<file path="src/rtl/tft_pkg.sv">
// rtl/tft_pkg.sv - shared encodings, opcodes and the default TFT init script
package tft_pkg;

   // Script opcode in the two top bits of every entry
   typedef enum logic [1:0] {
      COMM = 2'b00,
      DATA = 2'b01,
      WAIT = 2'b10,
      END  = 2'b11
   } op_t;

   typedef struct packed {
      op_t        op;
      logic [7:0] payload;
   } entry_t;

   localparam int ENTRY_W   = 10;
   localparam int MAX_DEPTH = 64;

   localparam logic [7:0] CASET = 8'h2A;
   localparam logic [7:0] PASET = 8'h2B;
   localparam logic [7:0] RAMWR = 8'h2C;

   function automatic logic [ENTRY_W-1:0] ent(input op_t op, input logic [7:0] b);
      return {op, b};
   endfunction

   // Panel bring-up: each command followed by its parameter bytes, sleep-out wait, display on
   localparam int INIT_LEN = 33;
   localparam logic [ENTRY_W-1:0] INIT_LIST [INIT_LEN] = '{
      ent(COMM, 8'hC0), ent(DATA, 8'h17), ent(DATA, 8'h15),
      ent(COMM, 8'hC1), ent(DATA, 8'h41),
      ent(COMM, 8'hC5), ent(DATA, 8'h00), ent(DATA, 8'h12), ent(DATA, 8'h80),
      ent(COMM, 8'h36), ent(DATA, 8'h48),
      ent(COMM, 8'h3A), ent(DATA, 8'h66),
      ent(COMM, 8'hB0), ent(DATA, 8'h00),
      ent(COMM, 8'hB1), ent(DATA, 8'hA0),
      ent(COMM, 8'hB6), ent(DATA, 8'h02), ent(DATA, 8'h02),
      ent(COMM, 8'hE9), ent(DATA, 8'h00),
      ent(COMM, 8'hF7), ent(DATA, 8'hA9), ent(DATA, 8'h51), ent(DATA, 8'h2C), ent(DATA, 8'h82),
      ent(COMM, 8'h11),
      ent(WAIT, 8'hFF),
      ent(COMM, 8'h29), ent(COMM, 8'h21), ent(COMM, 8'h34),
      ent(END,  8'h00)
   };

   // Flattened ROM image, entry 0 in the low bits; unused slots hold END
   function automatic logic [MAX_DEPTH*ENTRY_W-1:0] pack_script();
      logic [MAX_DEPTH*ENTRY_W-1:0] r;
      r = '0;
      for (int i = 0; i < MAX_DEPTH; i++) r[i*ENTRY_W +: ENTRY_W] = ent(END, 8'h00);
      for (int i = 0; i < INIT_LEN; i++) r[i*ENTRY_W +: ENTRY_W] = INIT_LIST[i];
      return r;
   endfunction

   localparam logic [MAX_DEPTH*ENTRY_W-1:0] INIT_SCRIPT = pack_script();

endpackage

</file>
<file path="src/rtl/tft_ms_timer.sv">
// rtl/tft_ms_timer.sv - millisecond prescaler and down-counter for script waits
module tft_ms_timer #(
   parameter int CLK_HZ = 50_000_000,
   parameter int WAIT_W = 8
) (
   input  logic              clk,
   input  logic              rst,
   input  logic              i_load,
   input  logic [WAIT_W-1:0] i_ms,
   output logic              o_expired
);
   localparam int PRESC = (CLK_HZ / 1000 > 0) ? CLK_HZ / 1000 : 1;
   localparam int PW    = (PRESC > 1) ? $clog2(PRESC) : 1;

   logic [PW-1:0]     r_pre;
   logic [WAIT_W-1:0] r_cnt;
   logic              r_zero;
   logic              w_tick;

   assign w_tick    = (r_pre == PW'(PRESC - 1));
   // Fires in the cycle the last millisecond completes, or right after a zero load
   assign o_expired = r_zero | ((r_cnt == WAIT_W'(1)) & w_tick);

   // Prescaler restarts on every load so the first millisecond is a full one
   always_ff @(posedge clk) begin
      if (rst) begin
         r_pre  <= '0;
         r_cnt  <= '0;
         r_zero <= 1'b0;
      end else if (i_load) begin
         r_pre  <= '0;
         r_cnt  <= i_ms;
         r_zero <= (i_ms == '0);
      end else begin
         r_zero <= 1'b0;
         if (r_cnt != '0) begin
            if (w_tick) begin
               r_pre <= '0;
               r_cnt <= r_cnt - 1'b1;
            end else begin
               r_pre <= r_pre + 1'b1;
            end
         end
      end
   end
endmodule

</file>
<file path="src/rtl/tft_cmd_seq.sv">
// rtl/tft_cmd_seq.sv - init script player and window-select sequencer for the TFT byte transmitter
module tft_cmd_seq import tft_pkg::*; #(
   parameter int DEPTH   = 64,
   parameter int CLK_HZ  = 50_000_000,
   parameter int WAIT_W  = 8,
   parameter int COORD_W = 16,
   parameter logic [MAX_DEPTH*ENTRY_W-1:0] SCRIPT = INIT_SCRIPT
) (
   input  logic               clk,
   input  logic               rst,
   input  logic               i_start_init,
   input  logic               i_start_window,
   input  logic [COORD_W-1:0] i_x0,
   input  logic [COORD_W-1:0] i_x1,
   input  logic [COORD_W-1:0] i_y0,
   input  logic [COORD_W-1:0] i_y1,
   input  logic               i_tft_busy,
   output logic               o_tft_dc,
   output logic [7:0]         o_tft_data,
   output logic               o_tft_transmit,
   output logic               o_busy,
   output logic               o_done
);
   localparam int IDX_W = (DEPTH > 1) ? $clog2(DEPTH) : 1;
   localparam logic [IDX_W-1:0] LAST_IDX = IDX_W'(DEPTH - 1);

   typedef enum logic [2:0] {IDLE, FETCH, WIN, SEND, DELAY, FIN} state_t;

   state_t           r_state;
   logic [IDX_W-1:0] r_idx;
   logic [3:0]       r_step;
   logic             r_win;
   logic [15:0]      r_x0, r_x1, r_y0, r_y1;
   logic             r_pend_dc;
   logic [7:0]       r_pend_data;
   logic             r_guard;
   logic             r_dc, r_tx, r_busy, r_done;
   logic [7:0]       r_data;

   entry_t           w_entry;
   logic             w_load, w_expired;
   logic             w_win_dc;
   logic [7:0]       w_win_byte;

   assign w_entry = entry_t'(SCRIPT[int'(r_idx)*ENTRY_W +: ENTRY_W]);
   assign w_load  = (r_state == FETCH) && (w_entry.op == WAIT);

   assign o_tft_dc       = r_dc;
   assign o_tft_data     = r_data;
   assign o_tft_transmit = r_tx;
   assign o_busy         = r_busy;
   assign o_done         = r_done;

   tft_ms_timer #(.CLK_HZ(CLK_HZ), .WAIT_W(WAIT_W)) u_timer (
      .clk       (clk),
      .rst       (rst),
      .i_load    (w_load),
      .i_ms      (WAIT_W'(w_entry.payload)),
      .o_expired (w_expired)
   );

   // Byte for the current window step: three opcodes framing big-endian coordinate pairs
   always_comb begin
      w_win_dc   = 1'b1;
      w_win_byte = 8'h00;
      case (r_step)
         4'd0:    begin w_win_dc = 1'b0; w_win_byte = CASET; end
         4'd1:    w_win_byte = r_x0[15:8];
         4'd2:    w_win_byte = r_x0[7:0];
         4'd3:    w_win_byte = r_x1[15:8];
         4'd4:    w_win_byte = r_x1[7:0];
         4'd5:    begin w_win_dc = 1'b0; w_win_byte = PASET; end
         4'd6:    w_win_byte = r_y0[15:8];
         4'd7:    w_win_byte = r_y0[7:0];
         4'd8:    w_win_byte = r_y1[15:8];
         4'd9:    w_win_byte = r_y1[7:0];
         default: begin w_win_dc = 1'b0; w_win_byte = RAMWR; end
      endcase
   end

   // Sequencer FSM; strobe, done and busy are all registered here
   always_ff @(posedge clk) begin
      if (rst) begin
         r_state     <= IDLE;
         r_idx       <= '0;
         r_step      <= '0;
         r_win       <= 1'b0;
         r_x0        <= '0;
         r_x1        <= '0;
         r_y0        <= '0;
         r_y1        <= '0;
         r_pend_dc   <= 1'b0;
         r_pend_data <= '0;
         r_guard     <= 1'b0;
         r_dc        <= 1'b0;
         r_data      <= '0;
         r_tx        <= 1'b0;
         r_busy      <= 1'b0;
         r_done      <= 1'b0;
      end else begin
         r_tx    <= 1'b0;
         r_done  <= 1'b0;
         r_guard <= 1'b0;
         case (r_state)
            IDLE: begin
               if (i_start_init) begin
                  r_idx   <= '0;
                  r_win   <= 1'b0;
                  r_busy  <= 1'b1;
                  r_state <= FETCH;
               end else if (i_start_window) begin
                  r_x0    <= 16'(i_x0);
                  r_x1    <= 16'(i_x1);
                  r_y0    <= 16'(i_y0);
                  r_y1    <= 16'(i_y1);
                  r_step  <= '0;
                  r_win   <= 1'b1;
                  r_busy  <= 1'b1;
                  r_state <= WIN;
               end
            end
            FETCH: begin
               case (w_entry.op)
                  COMM, DATA: begin
                     r_pend_dc   <= (w_entry.op == DATA);
                     r_pend_data <= w_entry.payload;
                     r_state     <= SEND;
                  end
                  WAIT:    r_state <= DELAY;
                  default: r_state <= FIN;
               endcase
            end
            WIN: begin
               r_pend_dc   <= w_win_dc;
               r_pend_data <= w_win_byte;
               r_state     <= SEND;
            end
            SEND: begin
               if (!i_tft_busy && !r_guard) begin
                  r_tx    <= 1'b1;
                  r_guard <= 1'b1;
                  r_dc    <= r_pend_dc;
                  r_data  <= r_pend_data;
                  if (r_win) begin
                     if (r_step == 4'd10) r_state <= FIN;
                     else begin
                        r_step  <= r_step + 1'b1;
                        r_state <= WIN;
                     end
                  end else if (r_idx == LAST_IDX) begin
                     r_state <= FIN;
                  end else begin
                     r_idx   <= r_idx + 1'b1;
                     r_state <= FETCH;
                  end
               end
            end
            DELAY: begin
               if (w_expired) begin
                  if (r_idx == LAST_IDX) r_state <= FIN;
                  else begin
                     r_idx   <= r_idx + 1'b1;
                     r_state <= FETCH;
                  end
               end
            end
            default: begin
               r_done  <= 1'b1;
               r_busy  <= 1'b0;
               r_state <= IDLE;
            end
         endcase
      end
   end
endmodule

</file>
<file path="config.mk">
export PLATFORM = sky130hd
export DESIGN_NAME = tft_cmd_seq
export DESIGN_NICKNAME = d
export VERILOG_FILES = /design/src/rtl/tft_pkg.sv /design/src/rtl/tft_ms_timer.sv /design/src/rtl/tft_cmd_seq.sv
export SDC_FILE = /design/constraint.sdc
export NUM_CORES = 1
export LEC_CHECK = 0
export ABC_AREA = 1
export CAP_MARGIN = 20
export CELL_PAD_IN_SITES_DETAIL_PLACEMENT = 0
export CELL_PAD_IN_SITES_GLOBAL_PLACEMENT = 2
export CORE_ASPECT_RATIO = 0.6
export CORE_MARGIN = 5
export CORE_UTILIZATION = 31
export DETAILED_ROUTE_END_ITERATION = 8
export PLACE_DENSITY_LB_ADDON = 0.1
export SLEW_MARGIN = 20
export SYNTH_ARGS = -nofsm -noshare
export SYNTH_HDL_FRONTEND = slang
export SYNTH_SLANG_ARGS = --single-unit
</file>
<file path="constraint.sdc">
create_clock -name clk -period 2.2 [get_ports clk]
set_clock_uncertainty 0.15 [all_clocks]
set_input_delay 0.22 -clock clk [delete_from_list [all_inputs] [get_ports clk]]
set_output_delay 0.22 -clock clk [all_outputs]
set_load 0.005 [all_outputs]
</file>
Yosys cells after proc, flatten, opt, wreduce, memory -nomap -nowiden
Index checks and enable logic that the tools add are counted.
Cells by class
  muxes and demuxes: 37
  add/subtract/negate cells: 4
  shifts and indexed selects: 1
  $mul: 1
  bitwise gates (word level): 6
  eq/ne operators: 29
  reductions and logical operators: 31
Operators by type and width (count)
  $shiftx A640 B11 Y10 const A: 1
  $pmux W8 S10: 1
  $mux W8: 4
  $mux W6: 5
  $mux W3: 7
  $mux W4: 5
  $pmux W6 S3: 1
  $add A16 B1 Y16 const B: 1
  $eq A16 B16 Y1 const B: 1
  $eq A4 B3 Y1 const B: 4
  $mux W16: 1
  $pmux W8 S2: 1
  $pmux W3 S5: 1
  $ne A2 B2 Y1 const B: 7
  $eq A4 B4 Y1 const B: 3
  $reduce_and A2 Y1: 5
  $reduce_bool A2 Y1: 5
  $mul A6 B3 Y9 const B: 1
  $eq A4 B2 Y1 const B: 2
  $eq A8 B1 Y1 const B: 1
  $logic_not A8 Y1: 1
  $pmux W4 S2: 1
  $reduce_bool A8 Y1: 1
  $reduce_or A2 Y1: 4
  other kinds (30): 45
Word-level totals
  register bits: 124
  input port bits: 69
  output and inout port bits: 12

Longest topological paths before layout
Gate-level depths: netlist of run 1.
  depth in word-level cells: 6
  depth in mapped cells: 14
  mapped depth without buffers: 13

Cells and area by module
From an unflattened synthesis of run 1, not the netlist that was laid out.
Unflattened totals
  cell total of the unflattened synthesis: 999
  area total of the unflattened synthesis: 6630.1 µm²
Modules (own cells, without submodules)
  tft_cmd_seq: times used 1, area an instance 5063.6 µm², sequential area each 1981.9 µm², cells an instance 752
  tft_ms_timer: times used 1, area an instance 1566.5 µm², sequential area each 500.5 µm², cells an instance 247

Worst setup path after synthesis of run 1
No wires, ideal clock.
  kind: reg-to-reg
  start: register r_idx[0]
  end: register u_timer.r_cnt[3]
  path buffers: 1
  setup slack: 0.177 ns
  arrival: 1.760 ns
  stages on the path, launching flop included: 14
  period minus slack after synthesis: 2.023 ns
  cells stage by stage: dfxtp_1 > inv_1 > ha_1 > nand2_1 > nand2_1 > nand2_1 > nand2_1 > nand2_1 > nand3_2 > buf_6 > nand2_1 > o21ai_1 > nand2_1 > nand2_1
Between the ends
  cells in the longest elaborated chain, start to end: 6
  elaborated cells between the ends (all ways): 8
Ends and longest elaborated chain
  start, declared: line tft_cmd_seq.sv:30  | logic [IDX_W-1:0] r_idx;
  start signal, assigned: line tft_cmd_seq.sv:153  | r_idx <= r_idx + 1'b1;
  start signal, assigned: line tft_cmd_seq.sv:162  | r_idx <= r_idx + 1'b1;
  $mul A6 B3 Y9 (*): line tft_cmd_seq.sv:45  | assign w_entry = entry_t'(SCRIPT[int'(r_idx)*ENTRY_W +: ENTRY_W]);
  $shiftx A640 B11 Y10 (*): line tft_cmd_seq.sv:45
  $eq A2 B2 Y1: line tft_cmd_seq.sv:46  | assign w_load = (r_state == FETCH) && (w_entry.op == WAIT);
  $logic_and A1 B1 Y1: line tft_cmd_seq.sv:46
  $reduce_bool A2 Y1 (no line)
  $reduce_and A2 Y1 (no line)
  end signal, assigned: line tft_ms_timer.sv:32  | r_cnt <= i_ms;
  end signal, assigned: line tft_ms_timer.sv:39  | r_cnt <= r_cnt - 1'b1;
  end, declared: line tft_ms_timer.sv:16  | logic [WAIT_W-1:0] r_cnt;
Every way passes the cells marked *; elsewhere a longest branch is shown, timed or not.
A chain may end at the register's enable or synchronous reset.

Final worst setup path of run 1
  start: register r_step[1]
  end: register r_pend_data[7]
Between the ends
  cells in the longest elaborated chain, start to end: 3
  elaborated cells between the ends (all ways): 12
Ends and longest elaborated chain
  start, declared: line tft_cmd_seq.sv:31  | logic [3:0] r_step;
  start signal, assigned: line tft_cmd_seq.sv:147  | r_step <= r_step + 1'b1;
  $eq A4 B4 Y1 (tied with other cells): line tft_cmd_seq.sv:66  | case (r_step)
  $pmux W8 S10 (*): line tft_cmd_seq.sv:66
  $pmux W8 S2 (*): line tft_cmd_seq.sv:104  | case (r_state)
  end signal, assigned: line tft_cmd_seq.sv:126  | r_pend_data <= w_entry.payload;
  end signal, assigned: line tft_cmd_seq.sv:135  | r_pend_data <= w_win_byte;
  end, declared: line tft_cmd_seq.sv:35  | logic [7:0] r_pend_data;
Marks and branches as above.

==> flow_summary_export.csv, run 1 <==
group,metric,value,unit
cells_and_area,area_growth,30.6,%
power,power_density,1070,nW/um2
grt,grt_overflow,0,
floorplan,io_pins,81,
timing,report.final.hold_viol_count,0,
floorplan,initial_core_util,31.5,%
cts,cts_tree,"done",
cts,cts_num_sinks,124,
setup_path,crit_start,"r_step[1]$_SDFFE_PP0P_",
grt,antenna_found_initial,0,
routing,drt-initial-drc-count,450,
placed_design,io_buffer_count,80,
timing,finalCritPeriodShare,92.3,%
setup_path,endpoint,"r_pend_data[7]$_SDFFE_PP0P_",
logic_synthesis,synth_edf_count,0,
cts,htreeDepth,4,
routing,vias_per_cell,4.73,
min_path,min_from,"i_x0[8]",
cells_and_area,fin_util,41.1,%
timing,max_freq,492,MHz
grt,grt_pass1_vias,6273,
setup_path,r2r_cells,12,
cts,clkTransAtPathRegs,0.06,ns
logic_synthesis,yosysSeqAreaShare,37.5,%
cts,clk_latency,0.42,ns
logic_synthesis,syn-num-nets,1083,
logic_synthesis,synth_top_area_share,37.5,%
timing,report.final.slew_viol_count,0,
routing,drc_errors,0,
setup_path,r2r_start,"r_step[1]$_SDFFE_PP0P_",
setup_path,crit_top_cell,"nand2_1",
setup_path,cpLargestDelayFamily,"simple AND/OR/NAND/NOR gates",
logic_synthesis,syn-cell-area,6630,um2
power,p_leak,3.79,nW
logic_synthesis,ys.warnings.count,0,
min_path,hold_path_class,"input port to flip-flop",
floorplan,fp.dieH,123,um
cts,cts_root_buffer,"clkbuf_16",
logic_synthesis,ys.flop_type,"dfxtp_1",
grt,grt_first_pass_wirelength,35.4,mm
placed_design,dp_hpwl,16.7,mm
outcome,outcome,"finished clean",
routing,wl_per_cell,15.8,um
floorplan,core-area,21000,um2
cells_and_area,final-seq-area,2480,um2
setup_path,slowest_stage,"dfxtp_1",
floorplan,die_w,199,um
timing,period_needed,2.03,ns
setup_path,critPathMaxFanout,7,
setup_path,cpPeakStageDelay,0.38,ns
logic_synthesis,synth_commonest_cells,"nand2_1 (217), nor2_1 (197), dfxtp_1 (124)",
routing,wirelength,22.2,mm
setup_path,r2r_end,"r_pend_data[7]$_SDFFE_PP0P_",
timing,setup_violations,0,
cells_and_area,fin_nets,1194,
setup_path,worstPathArrival,2.20,ns
setup_path,cp-start-kind,"flip-flop",
cells_and_area,fill_cells,2238,
cells_and_area,final_layout_size_suffix_gt1_share,11.1,%
setup_path,cp.buffers_inverters,3,
job,cap_violations,0,
placed_design,place_ws,-0.0144,ns
cts,numCtsBuffers,17,
grt,grt.total_usage,18.7,%
timing,setup_slack,0.168,ns
setup_path,setup.worst_path.end_class,"flip-flop",
cells_and_area,diodes,0,
floorplan,rows,41,
routing,vias,6632,
setup_path,critPathKind,"flip-flop to flip-flop",
logic_synthesis,async_flop_share,0,%
grt,grt_max_degree,57,
cts,clockBufferDepth,2,
power,vdd_drop_max,0.686,mV
placed_design,gp_congestion,0.842,
logic_synthesis,yosys-top-cells-area,"dfxtp_1 (37%), nand2_1 (12%), nor2_1 (11%)",
setup_path,path_cells,"inv_1, ha_1, nand3_1, inv_1, nand2_1, nand2_1, nor2_1, nand2_1, nand2_1, nand3_1, nand2_1, inv_1",
routing,ant_nets,0,
cells_and_area,multi_input_comb_area,3600,um2
logic_synthesis,synth-seq-cells,124,
setup_path,worstPathRequired,2.37,ns
setup_path,worst-path-stages,12,
floorplan,die_area,24500,um2
logic_synthesis,synth_area_leader_cell,"dfxtp_1",
logic_synthesis,synth_most_common_cell,"nand2_1",
logic_synthesis,synth_cell_types,38,
logic_synthesis,synth_cells,999,
logic_synthesis,syn_area_per_cell,6.63,um2
setup_path,rrSetupSlack,0.17,ns
routing,firstDrtPassIters,5,
registers in the layout, summed over array words and instances, names as in the netlist, 8 cells and up:
register and count:
r_x0 16, r_y0 16, o_tft_data 8, u_timer.r_cnt 8
r_y1 16, u_timer.r_pre 16, r_x1 16, r_pend_data 8
cell families after synthesis:
logic type / share of synthesized area, %
buffers and inverters: 8.57
adders and majority gates: 2.83
and+or+nand+nor: 35.5
other: 0.0566
xor gates and xnor gates: 1.98
DFF: 37.5
AOI/OAI and AO/OA: 13.6
placed cells by master (no fill, tap or decap), types with 2 or more instances in the layout:
cell	count
a21oi_1	55
buf_12	3
buf_4	48
bufinv_16	5
clkbuf_16	17
clkbuf_8	3
clkdlybuf4s50_1	80
clkinv_1	2
clkinv_4	2
clkinvlp_4	2
dfxtp_1	124
ha_1	13
ha_2	2
inv_1	77
inv_2	10
nand2_1	217
nand2_2	7
nand3_1	58
nand3_2	3
nand3_4	4
nand4_1	26
nor2_1	197
nor2_2	7
nor2_4	3
nor3_1	12
o211ai_1	5
o21ai_0	106
o21ai_1	4
xnor2_1	4
xor2_1	11
how the worst min path moves through the flow:
stage                                        to  depth (start not counted)
after floorplan            r_x0[0]$_SDFFE_PP0P_                          2
after global placement     r_y1[6]$_SDFFE_PP0P_                          2
after detailed placement   r_y1[0]$_SDFFE_PP0P_                          2
after CTS                 r_x1[15]$_SDFFE_PP0P_                          3
after global routing      r_x1[15]$_SDFFE_PP0P_                          3
final                      r_x0[8]$_SDFFE_PP0P_                          3
worst min-delay path: stages:
cell and delay (ns):
clkdlybuf4s50_1 0.40, nor2_1 0.10, nor2_1 0.05
power breakdown:
group	internal, mW	leakage [nW]	switching, mW	total [mW]
Sequential	2.63	1.01	0.260	2.89
Combinational	1.21	2.46	1.99	3.20
Clock	2.10	0.315	1.06	3.16
timing repair:
action	CTS	global route
pin swaps	0	0
endpoints found under the setup margin	1	29
resized for setup	1	6
cloned	0	0
hold buffers	0	0
setup buffers	0	0
final cells by class:
cell class,count,area share (%)
timing repair buffer,131,14.1
clock inverter,10,2.17
tap,279,4.03
sequential,124,28.7
clock buffer,21,5.44
inverter,90,3.93
multi-input combinational,746,41.6
through the flow:
stage                     instances  TNS [ns]  cell area [um2]  power [mW]  hold WS, ns
after floorplan                 999         0             6630        4.88        0.205
after global placement         1370   -0.0220             7970        6.16        0.295
after detailed placement       1370   -0.0144             7970        6.09        0.300
after CTS                      1401         0             8630        9.29        0.222
after global routing           1401   -0.0104             8650        9.85        0.236
final                          1401         0             8650        9.25        0.235
per-layer routing:
| metal | track usage [%] | vias up | share of wire (%) |
|---|---|---|---|
| met5 | 0 | - | 0 |
| met3 | 4.28 | 9 | 4.6 |
| met4 | 3.84 | 0 | 0.68 |
| li1 | - | 3466 | - |
| met1 | 31.3 | 3033 | 59 |
| met2 | 23.1 | 124 | 35 |
Power figures use the tool's default switching activity.
==> run 2, diff against run 1 <==
==> constraint.sdc (replaced) <==
create_clock -name clk -period 2.2 [get_ports clk]
set_clock_uncertainty 0.15 [all_clocks]
set_input_delay 0.22 -clock clk [delete_from_list [all_inputs] [get_ports clk]]
set_output_delay 0.22 -clock clk [all_outputs]
set_load 0.02 [all_outputs]
==> results of run 2 <==
The final DEF is identical to that of run 1. Status: finished clean.
Main changes from that run: total power 9.25 mW -> 9.28 mW
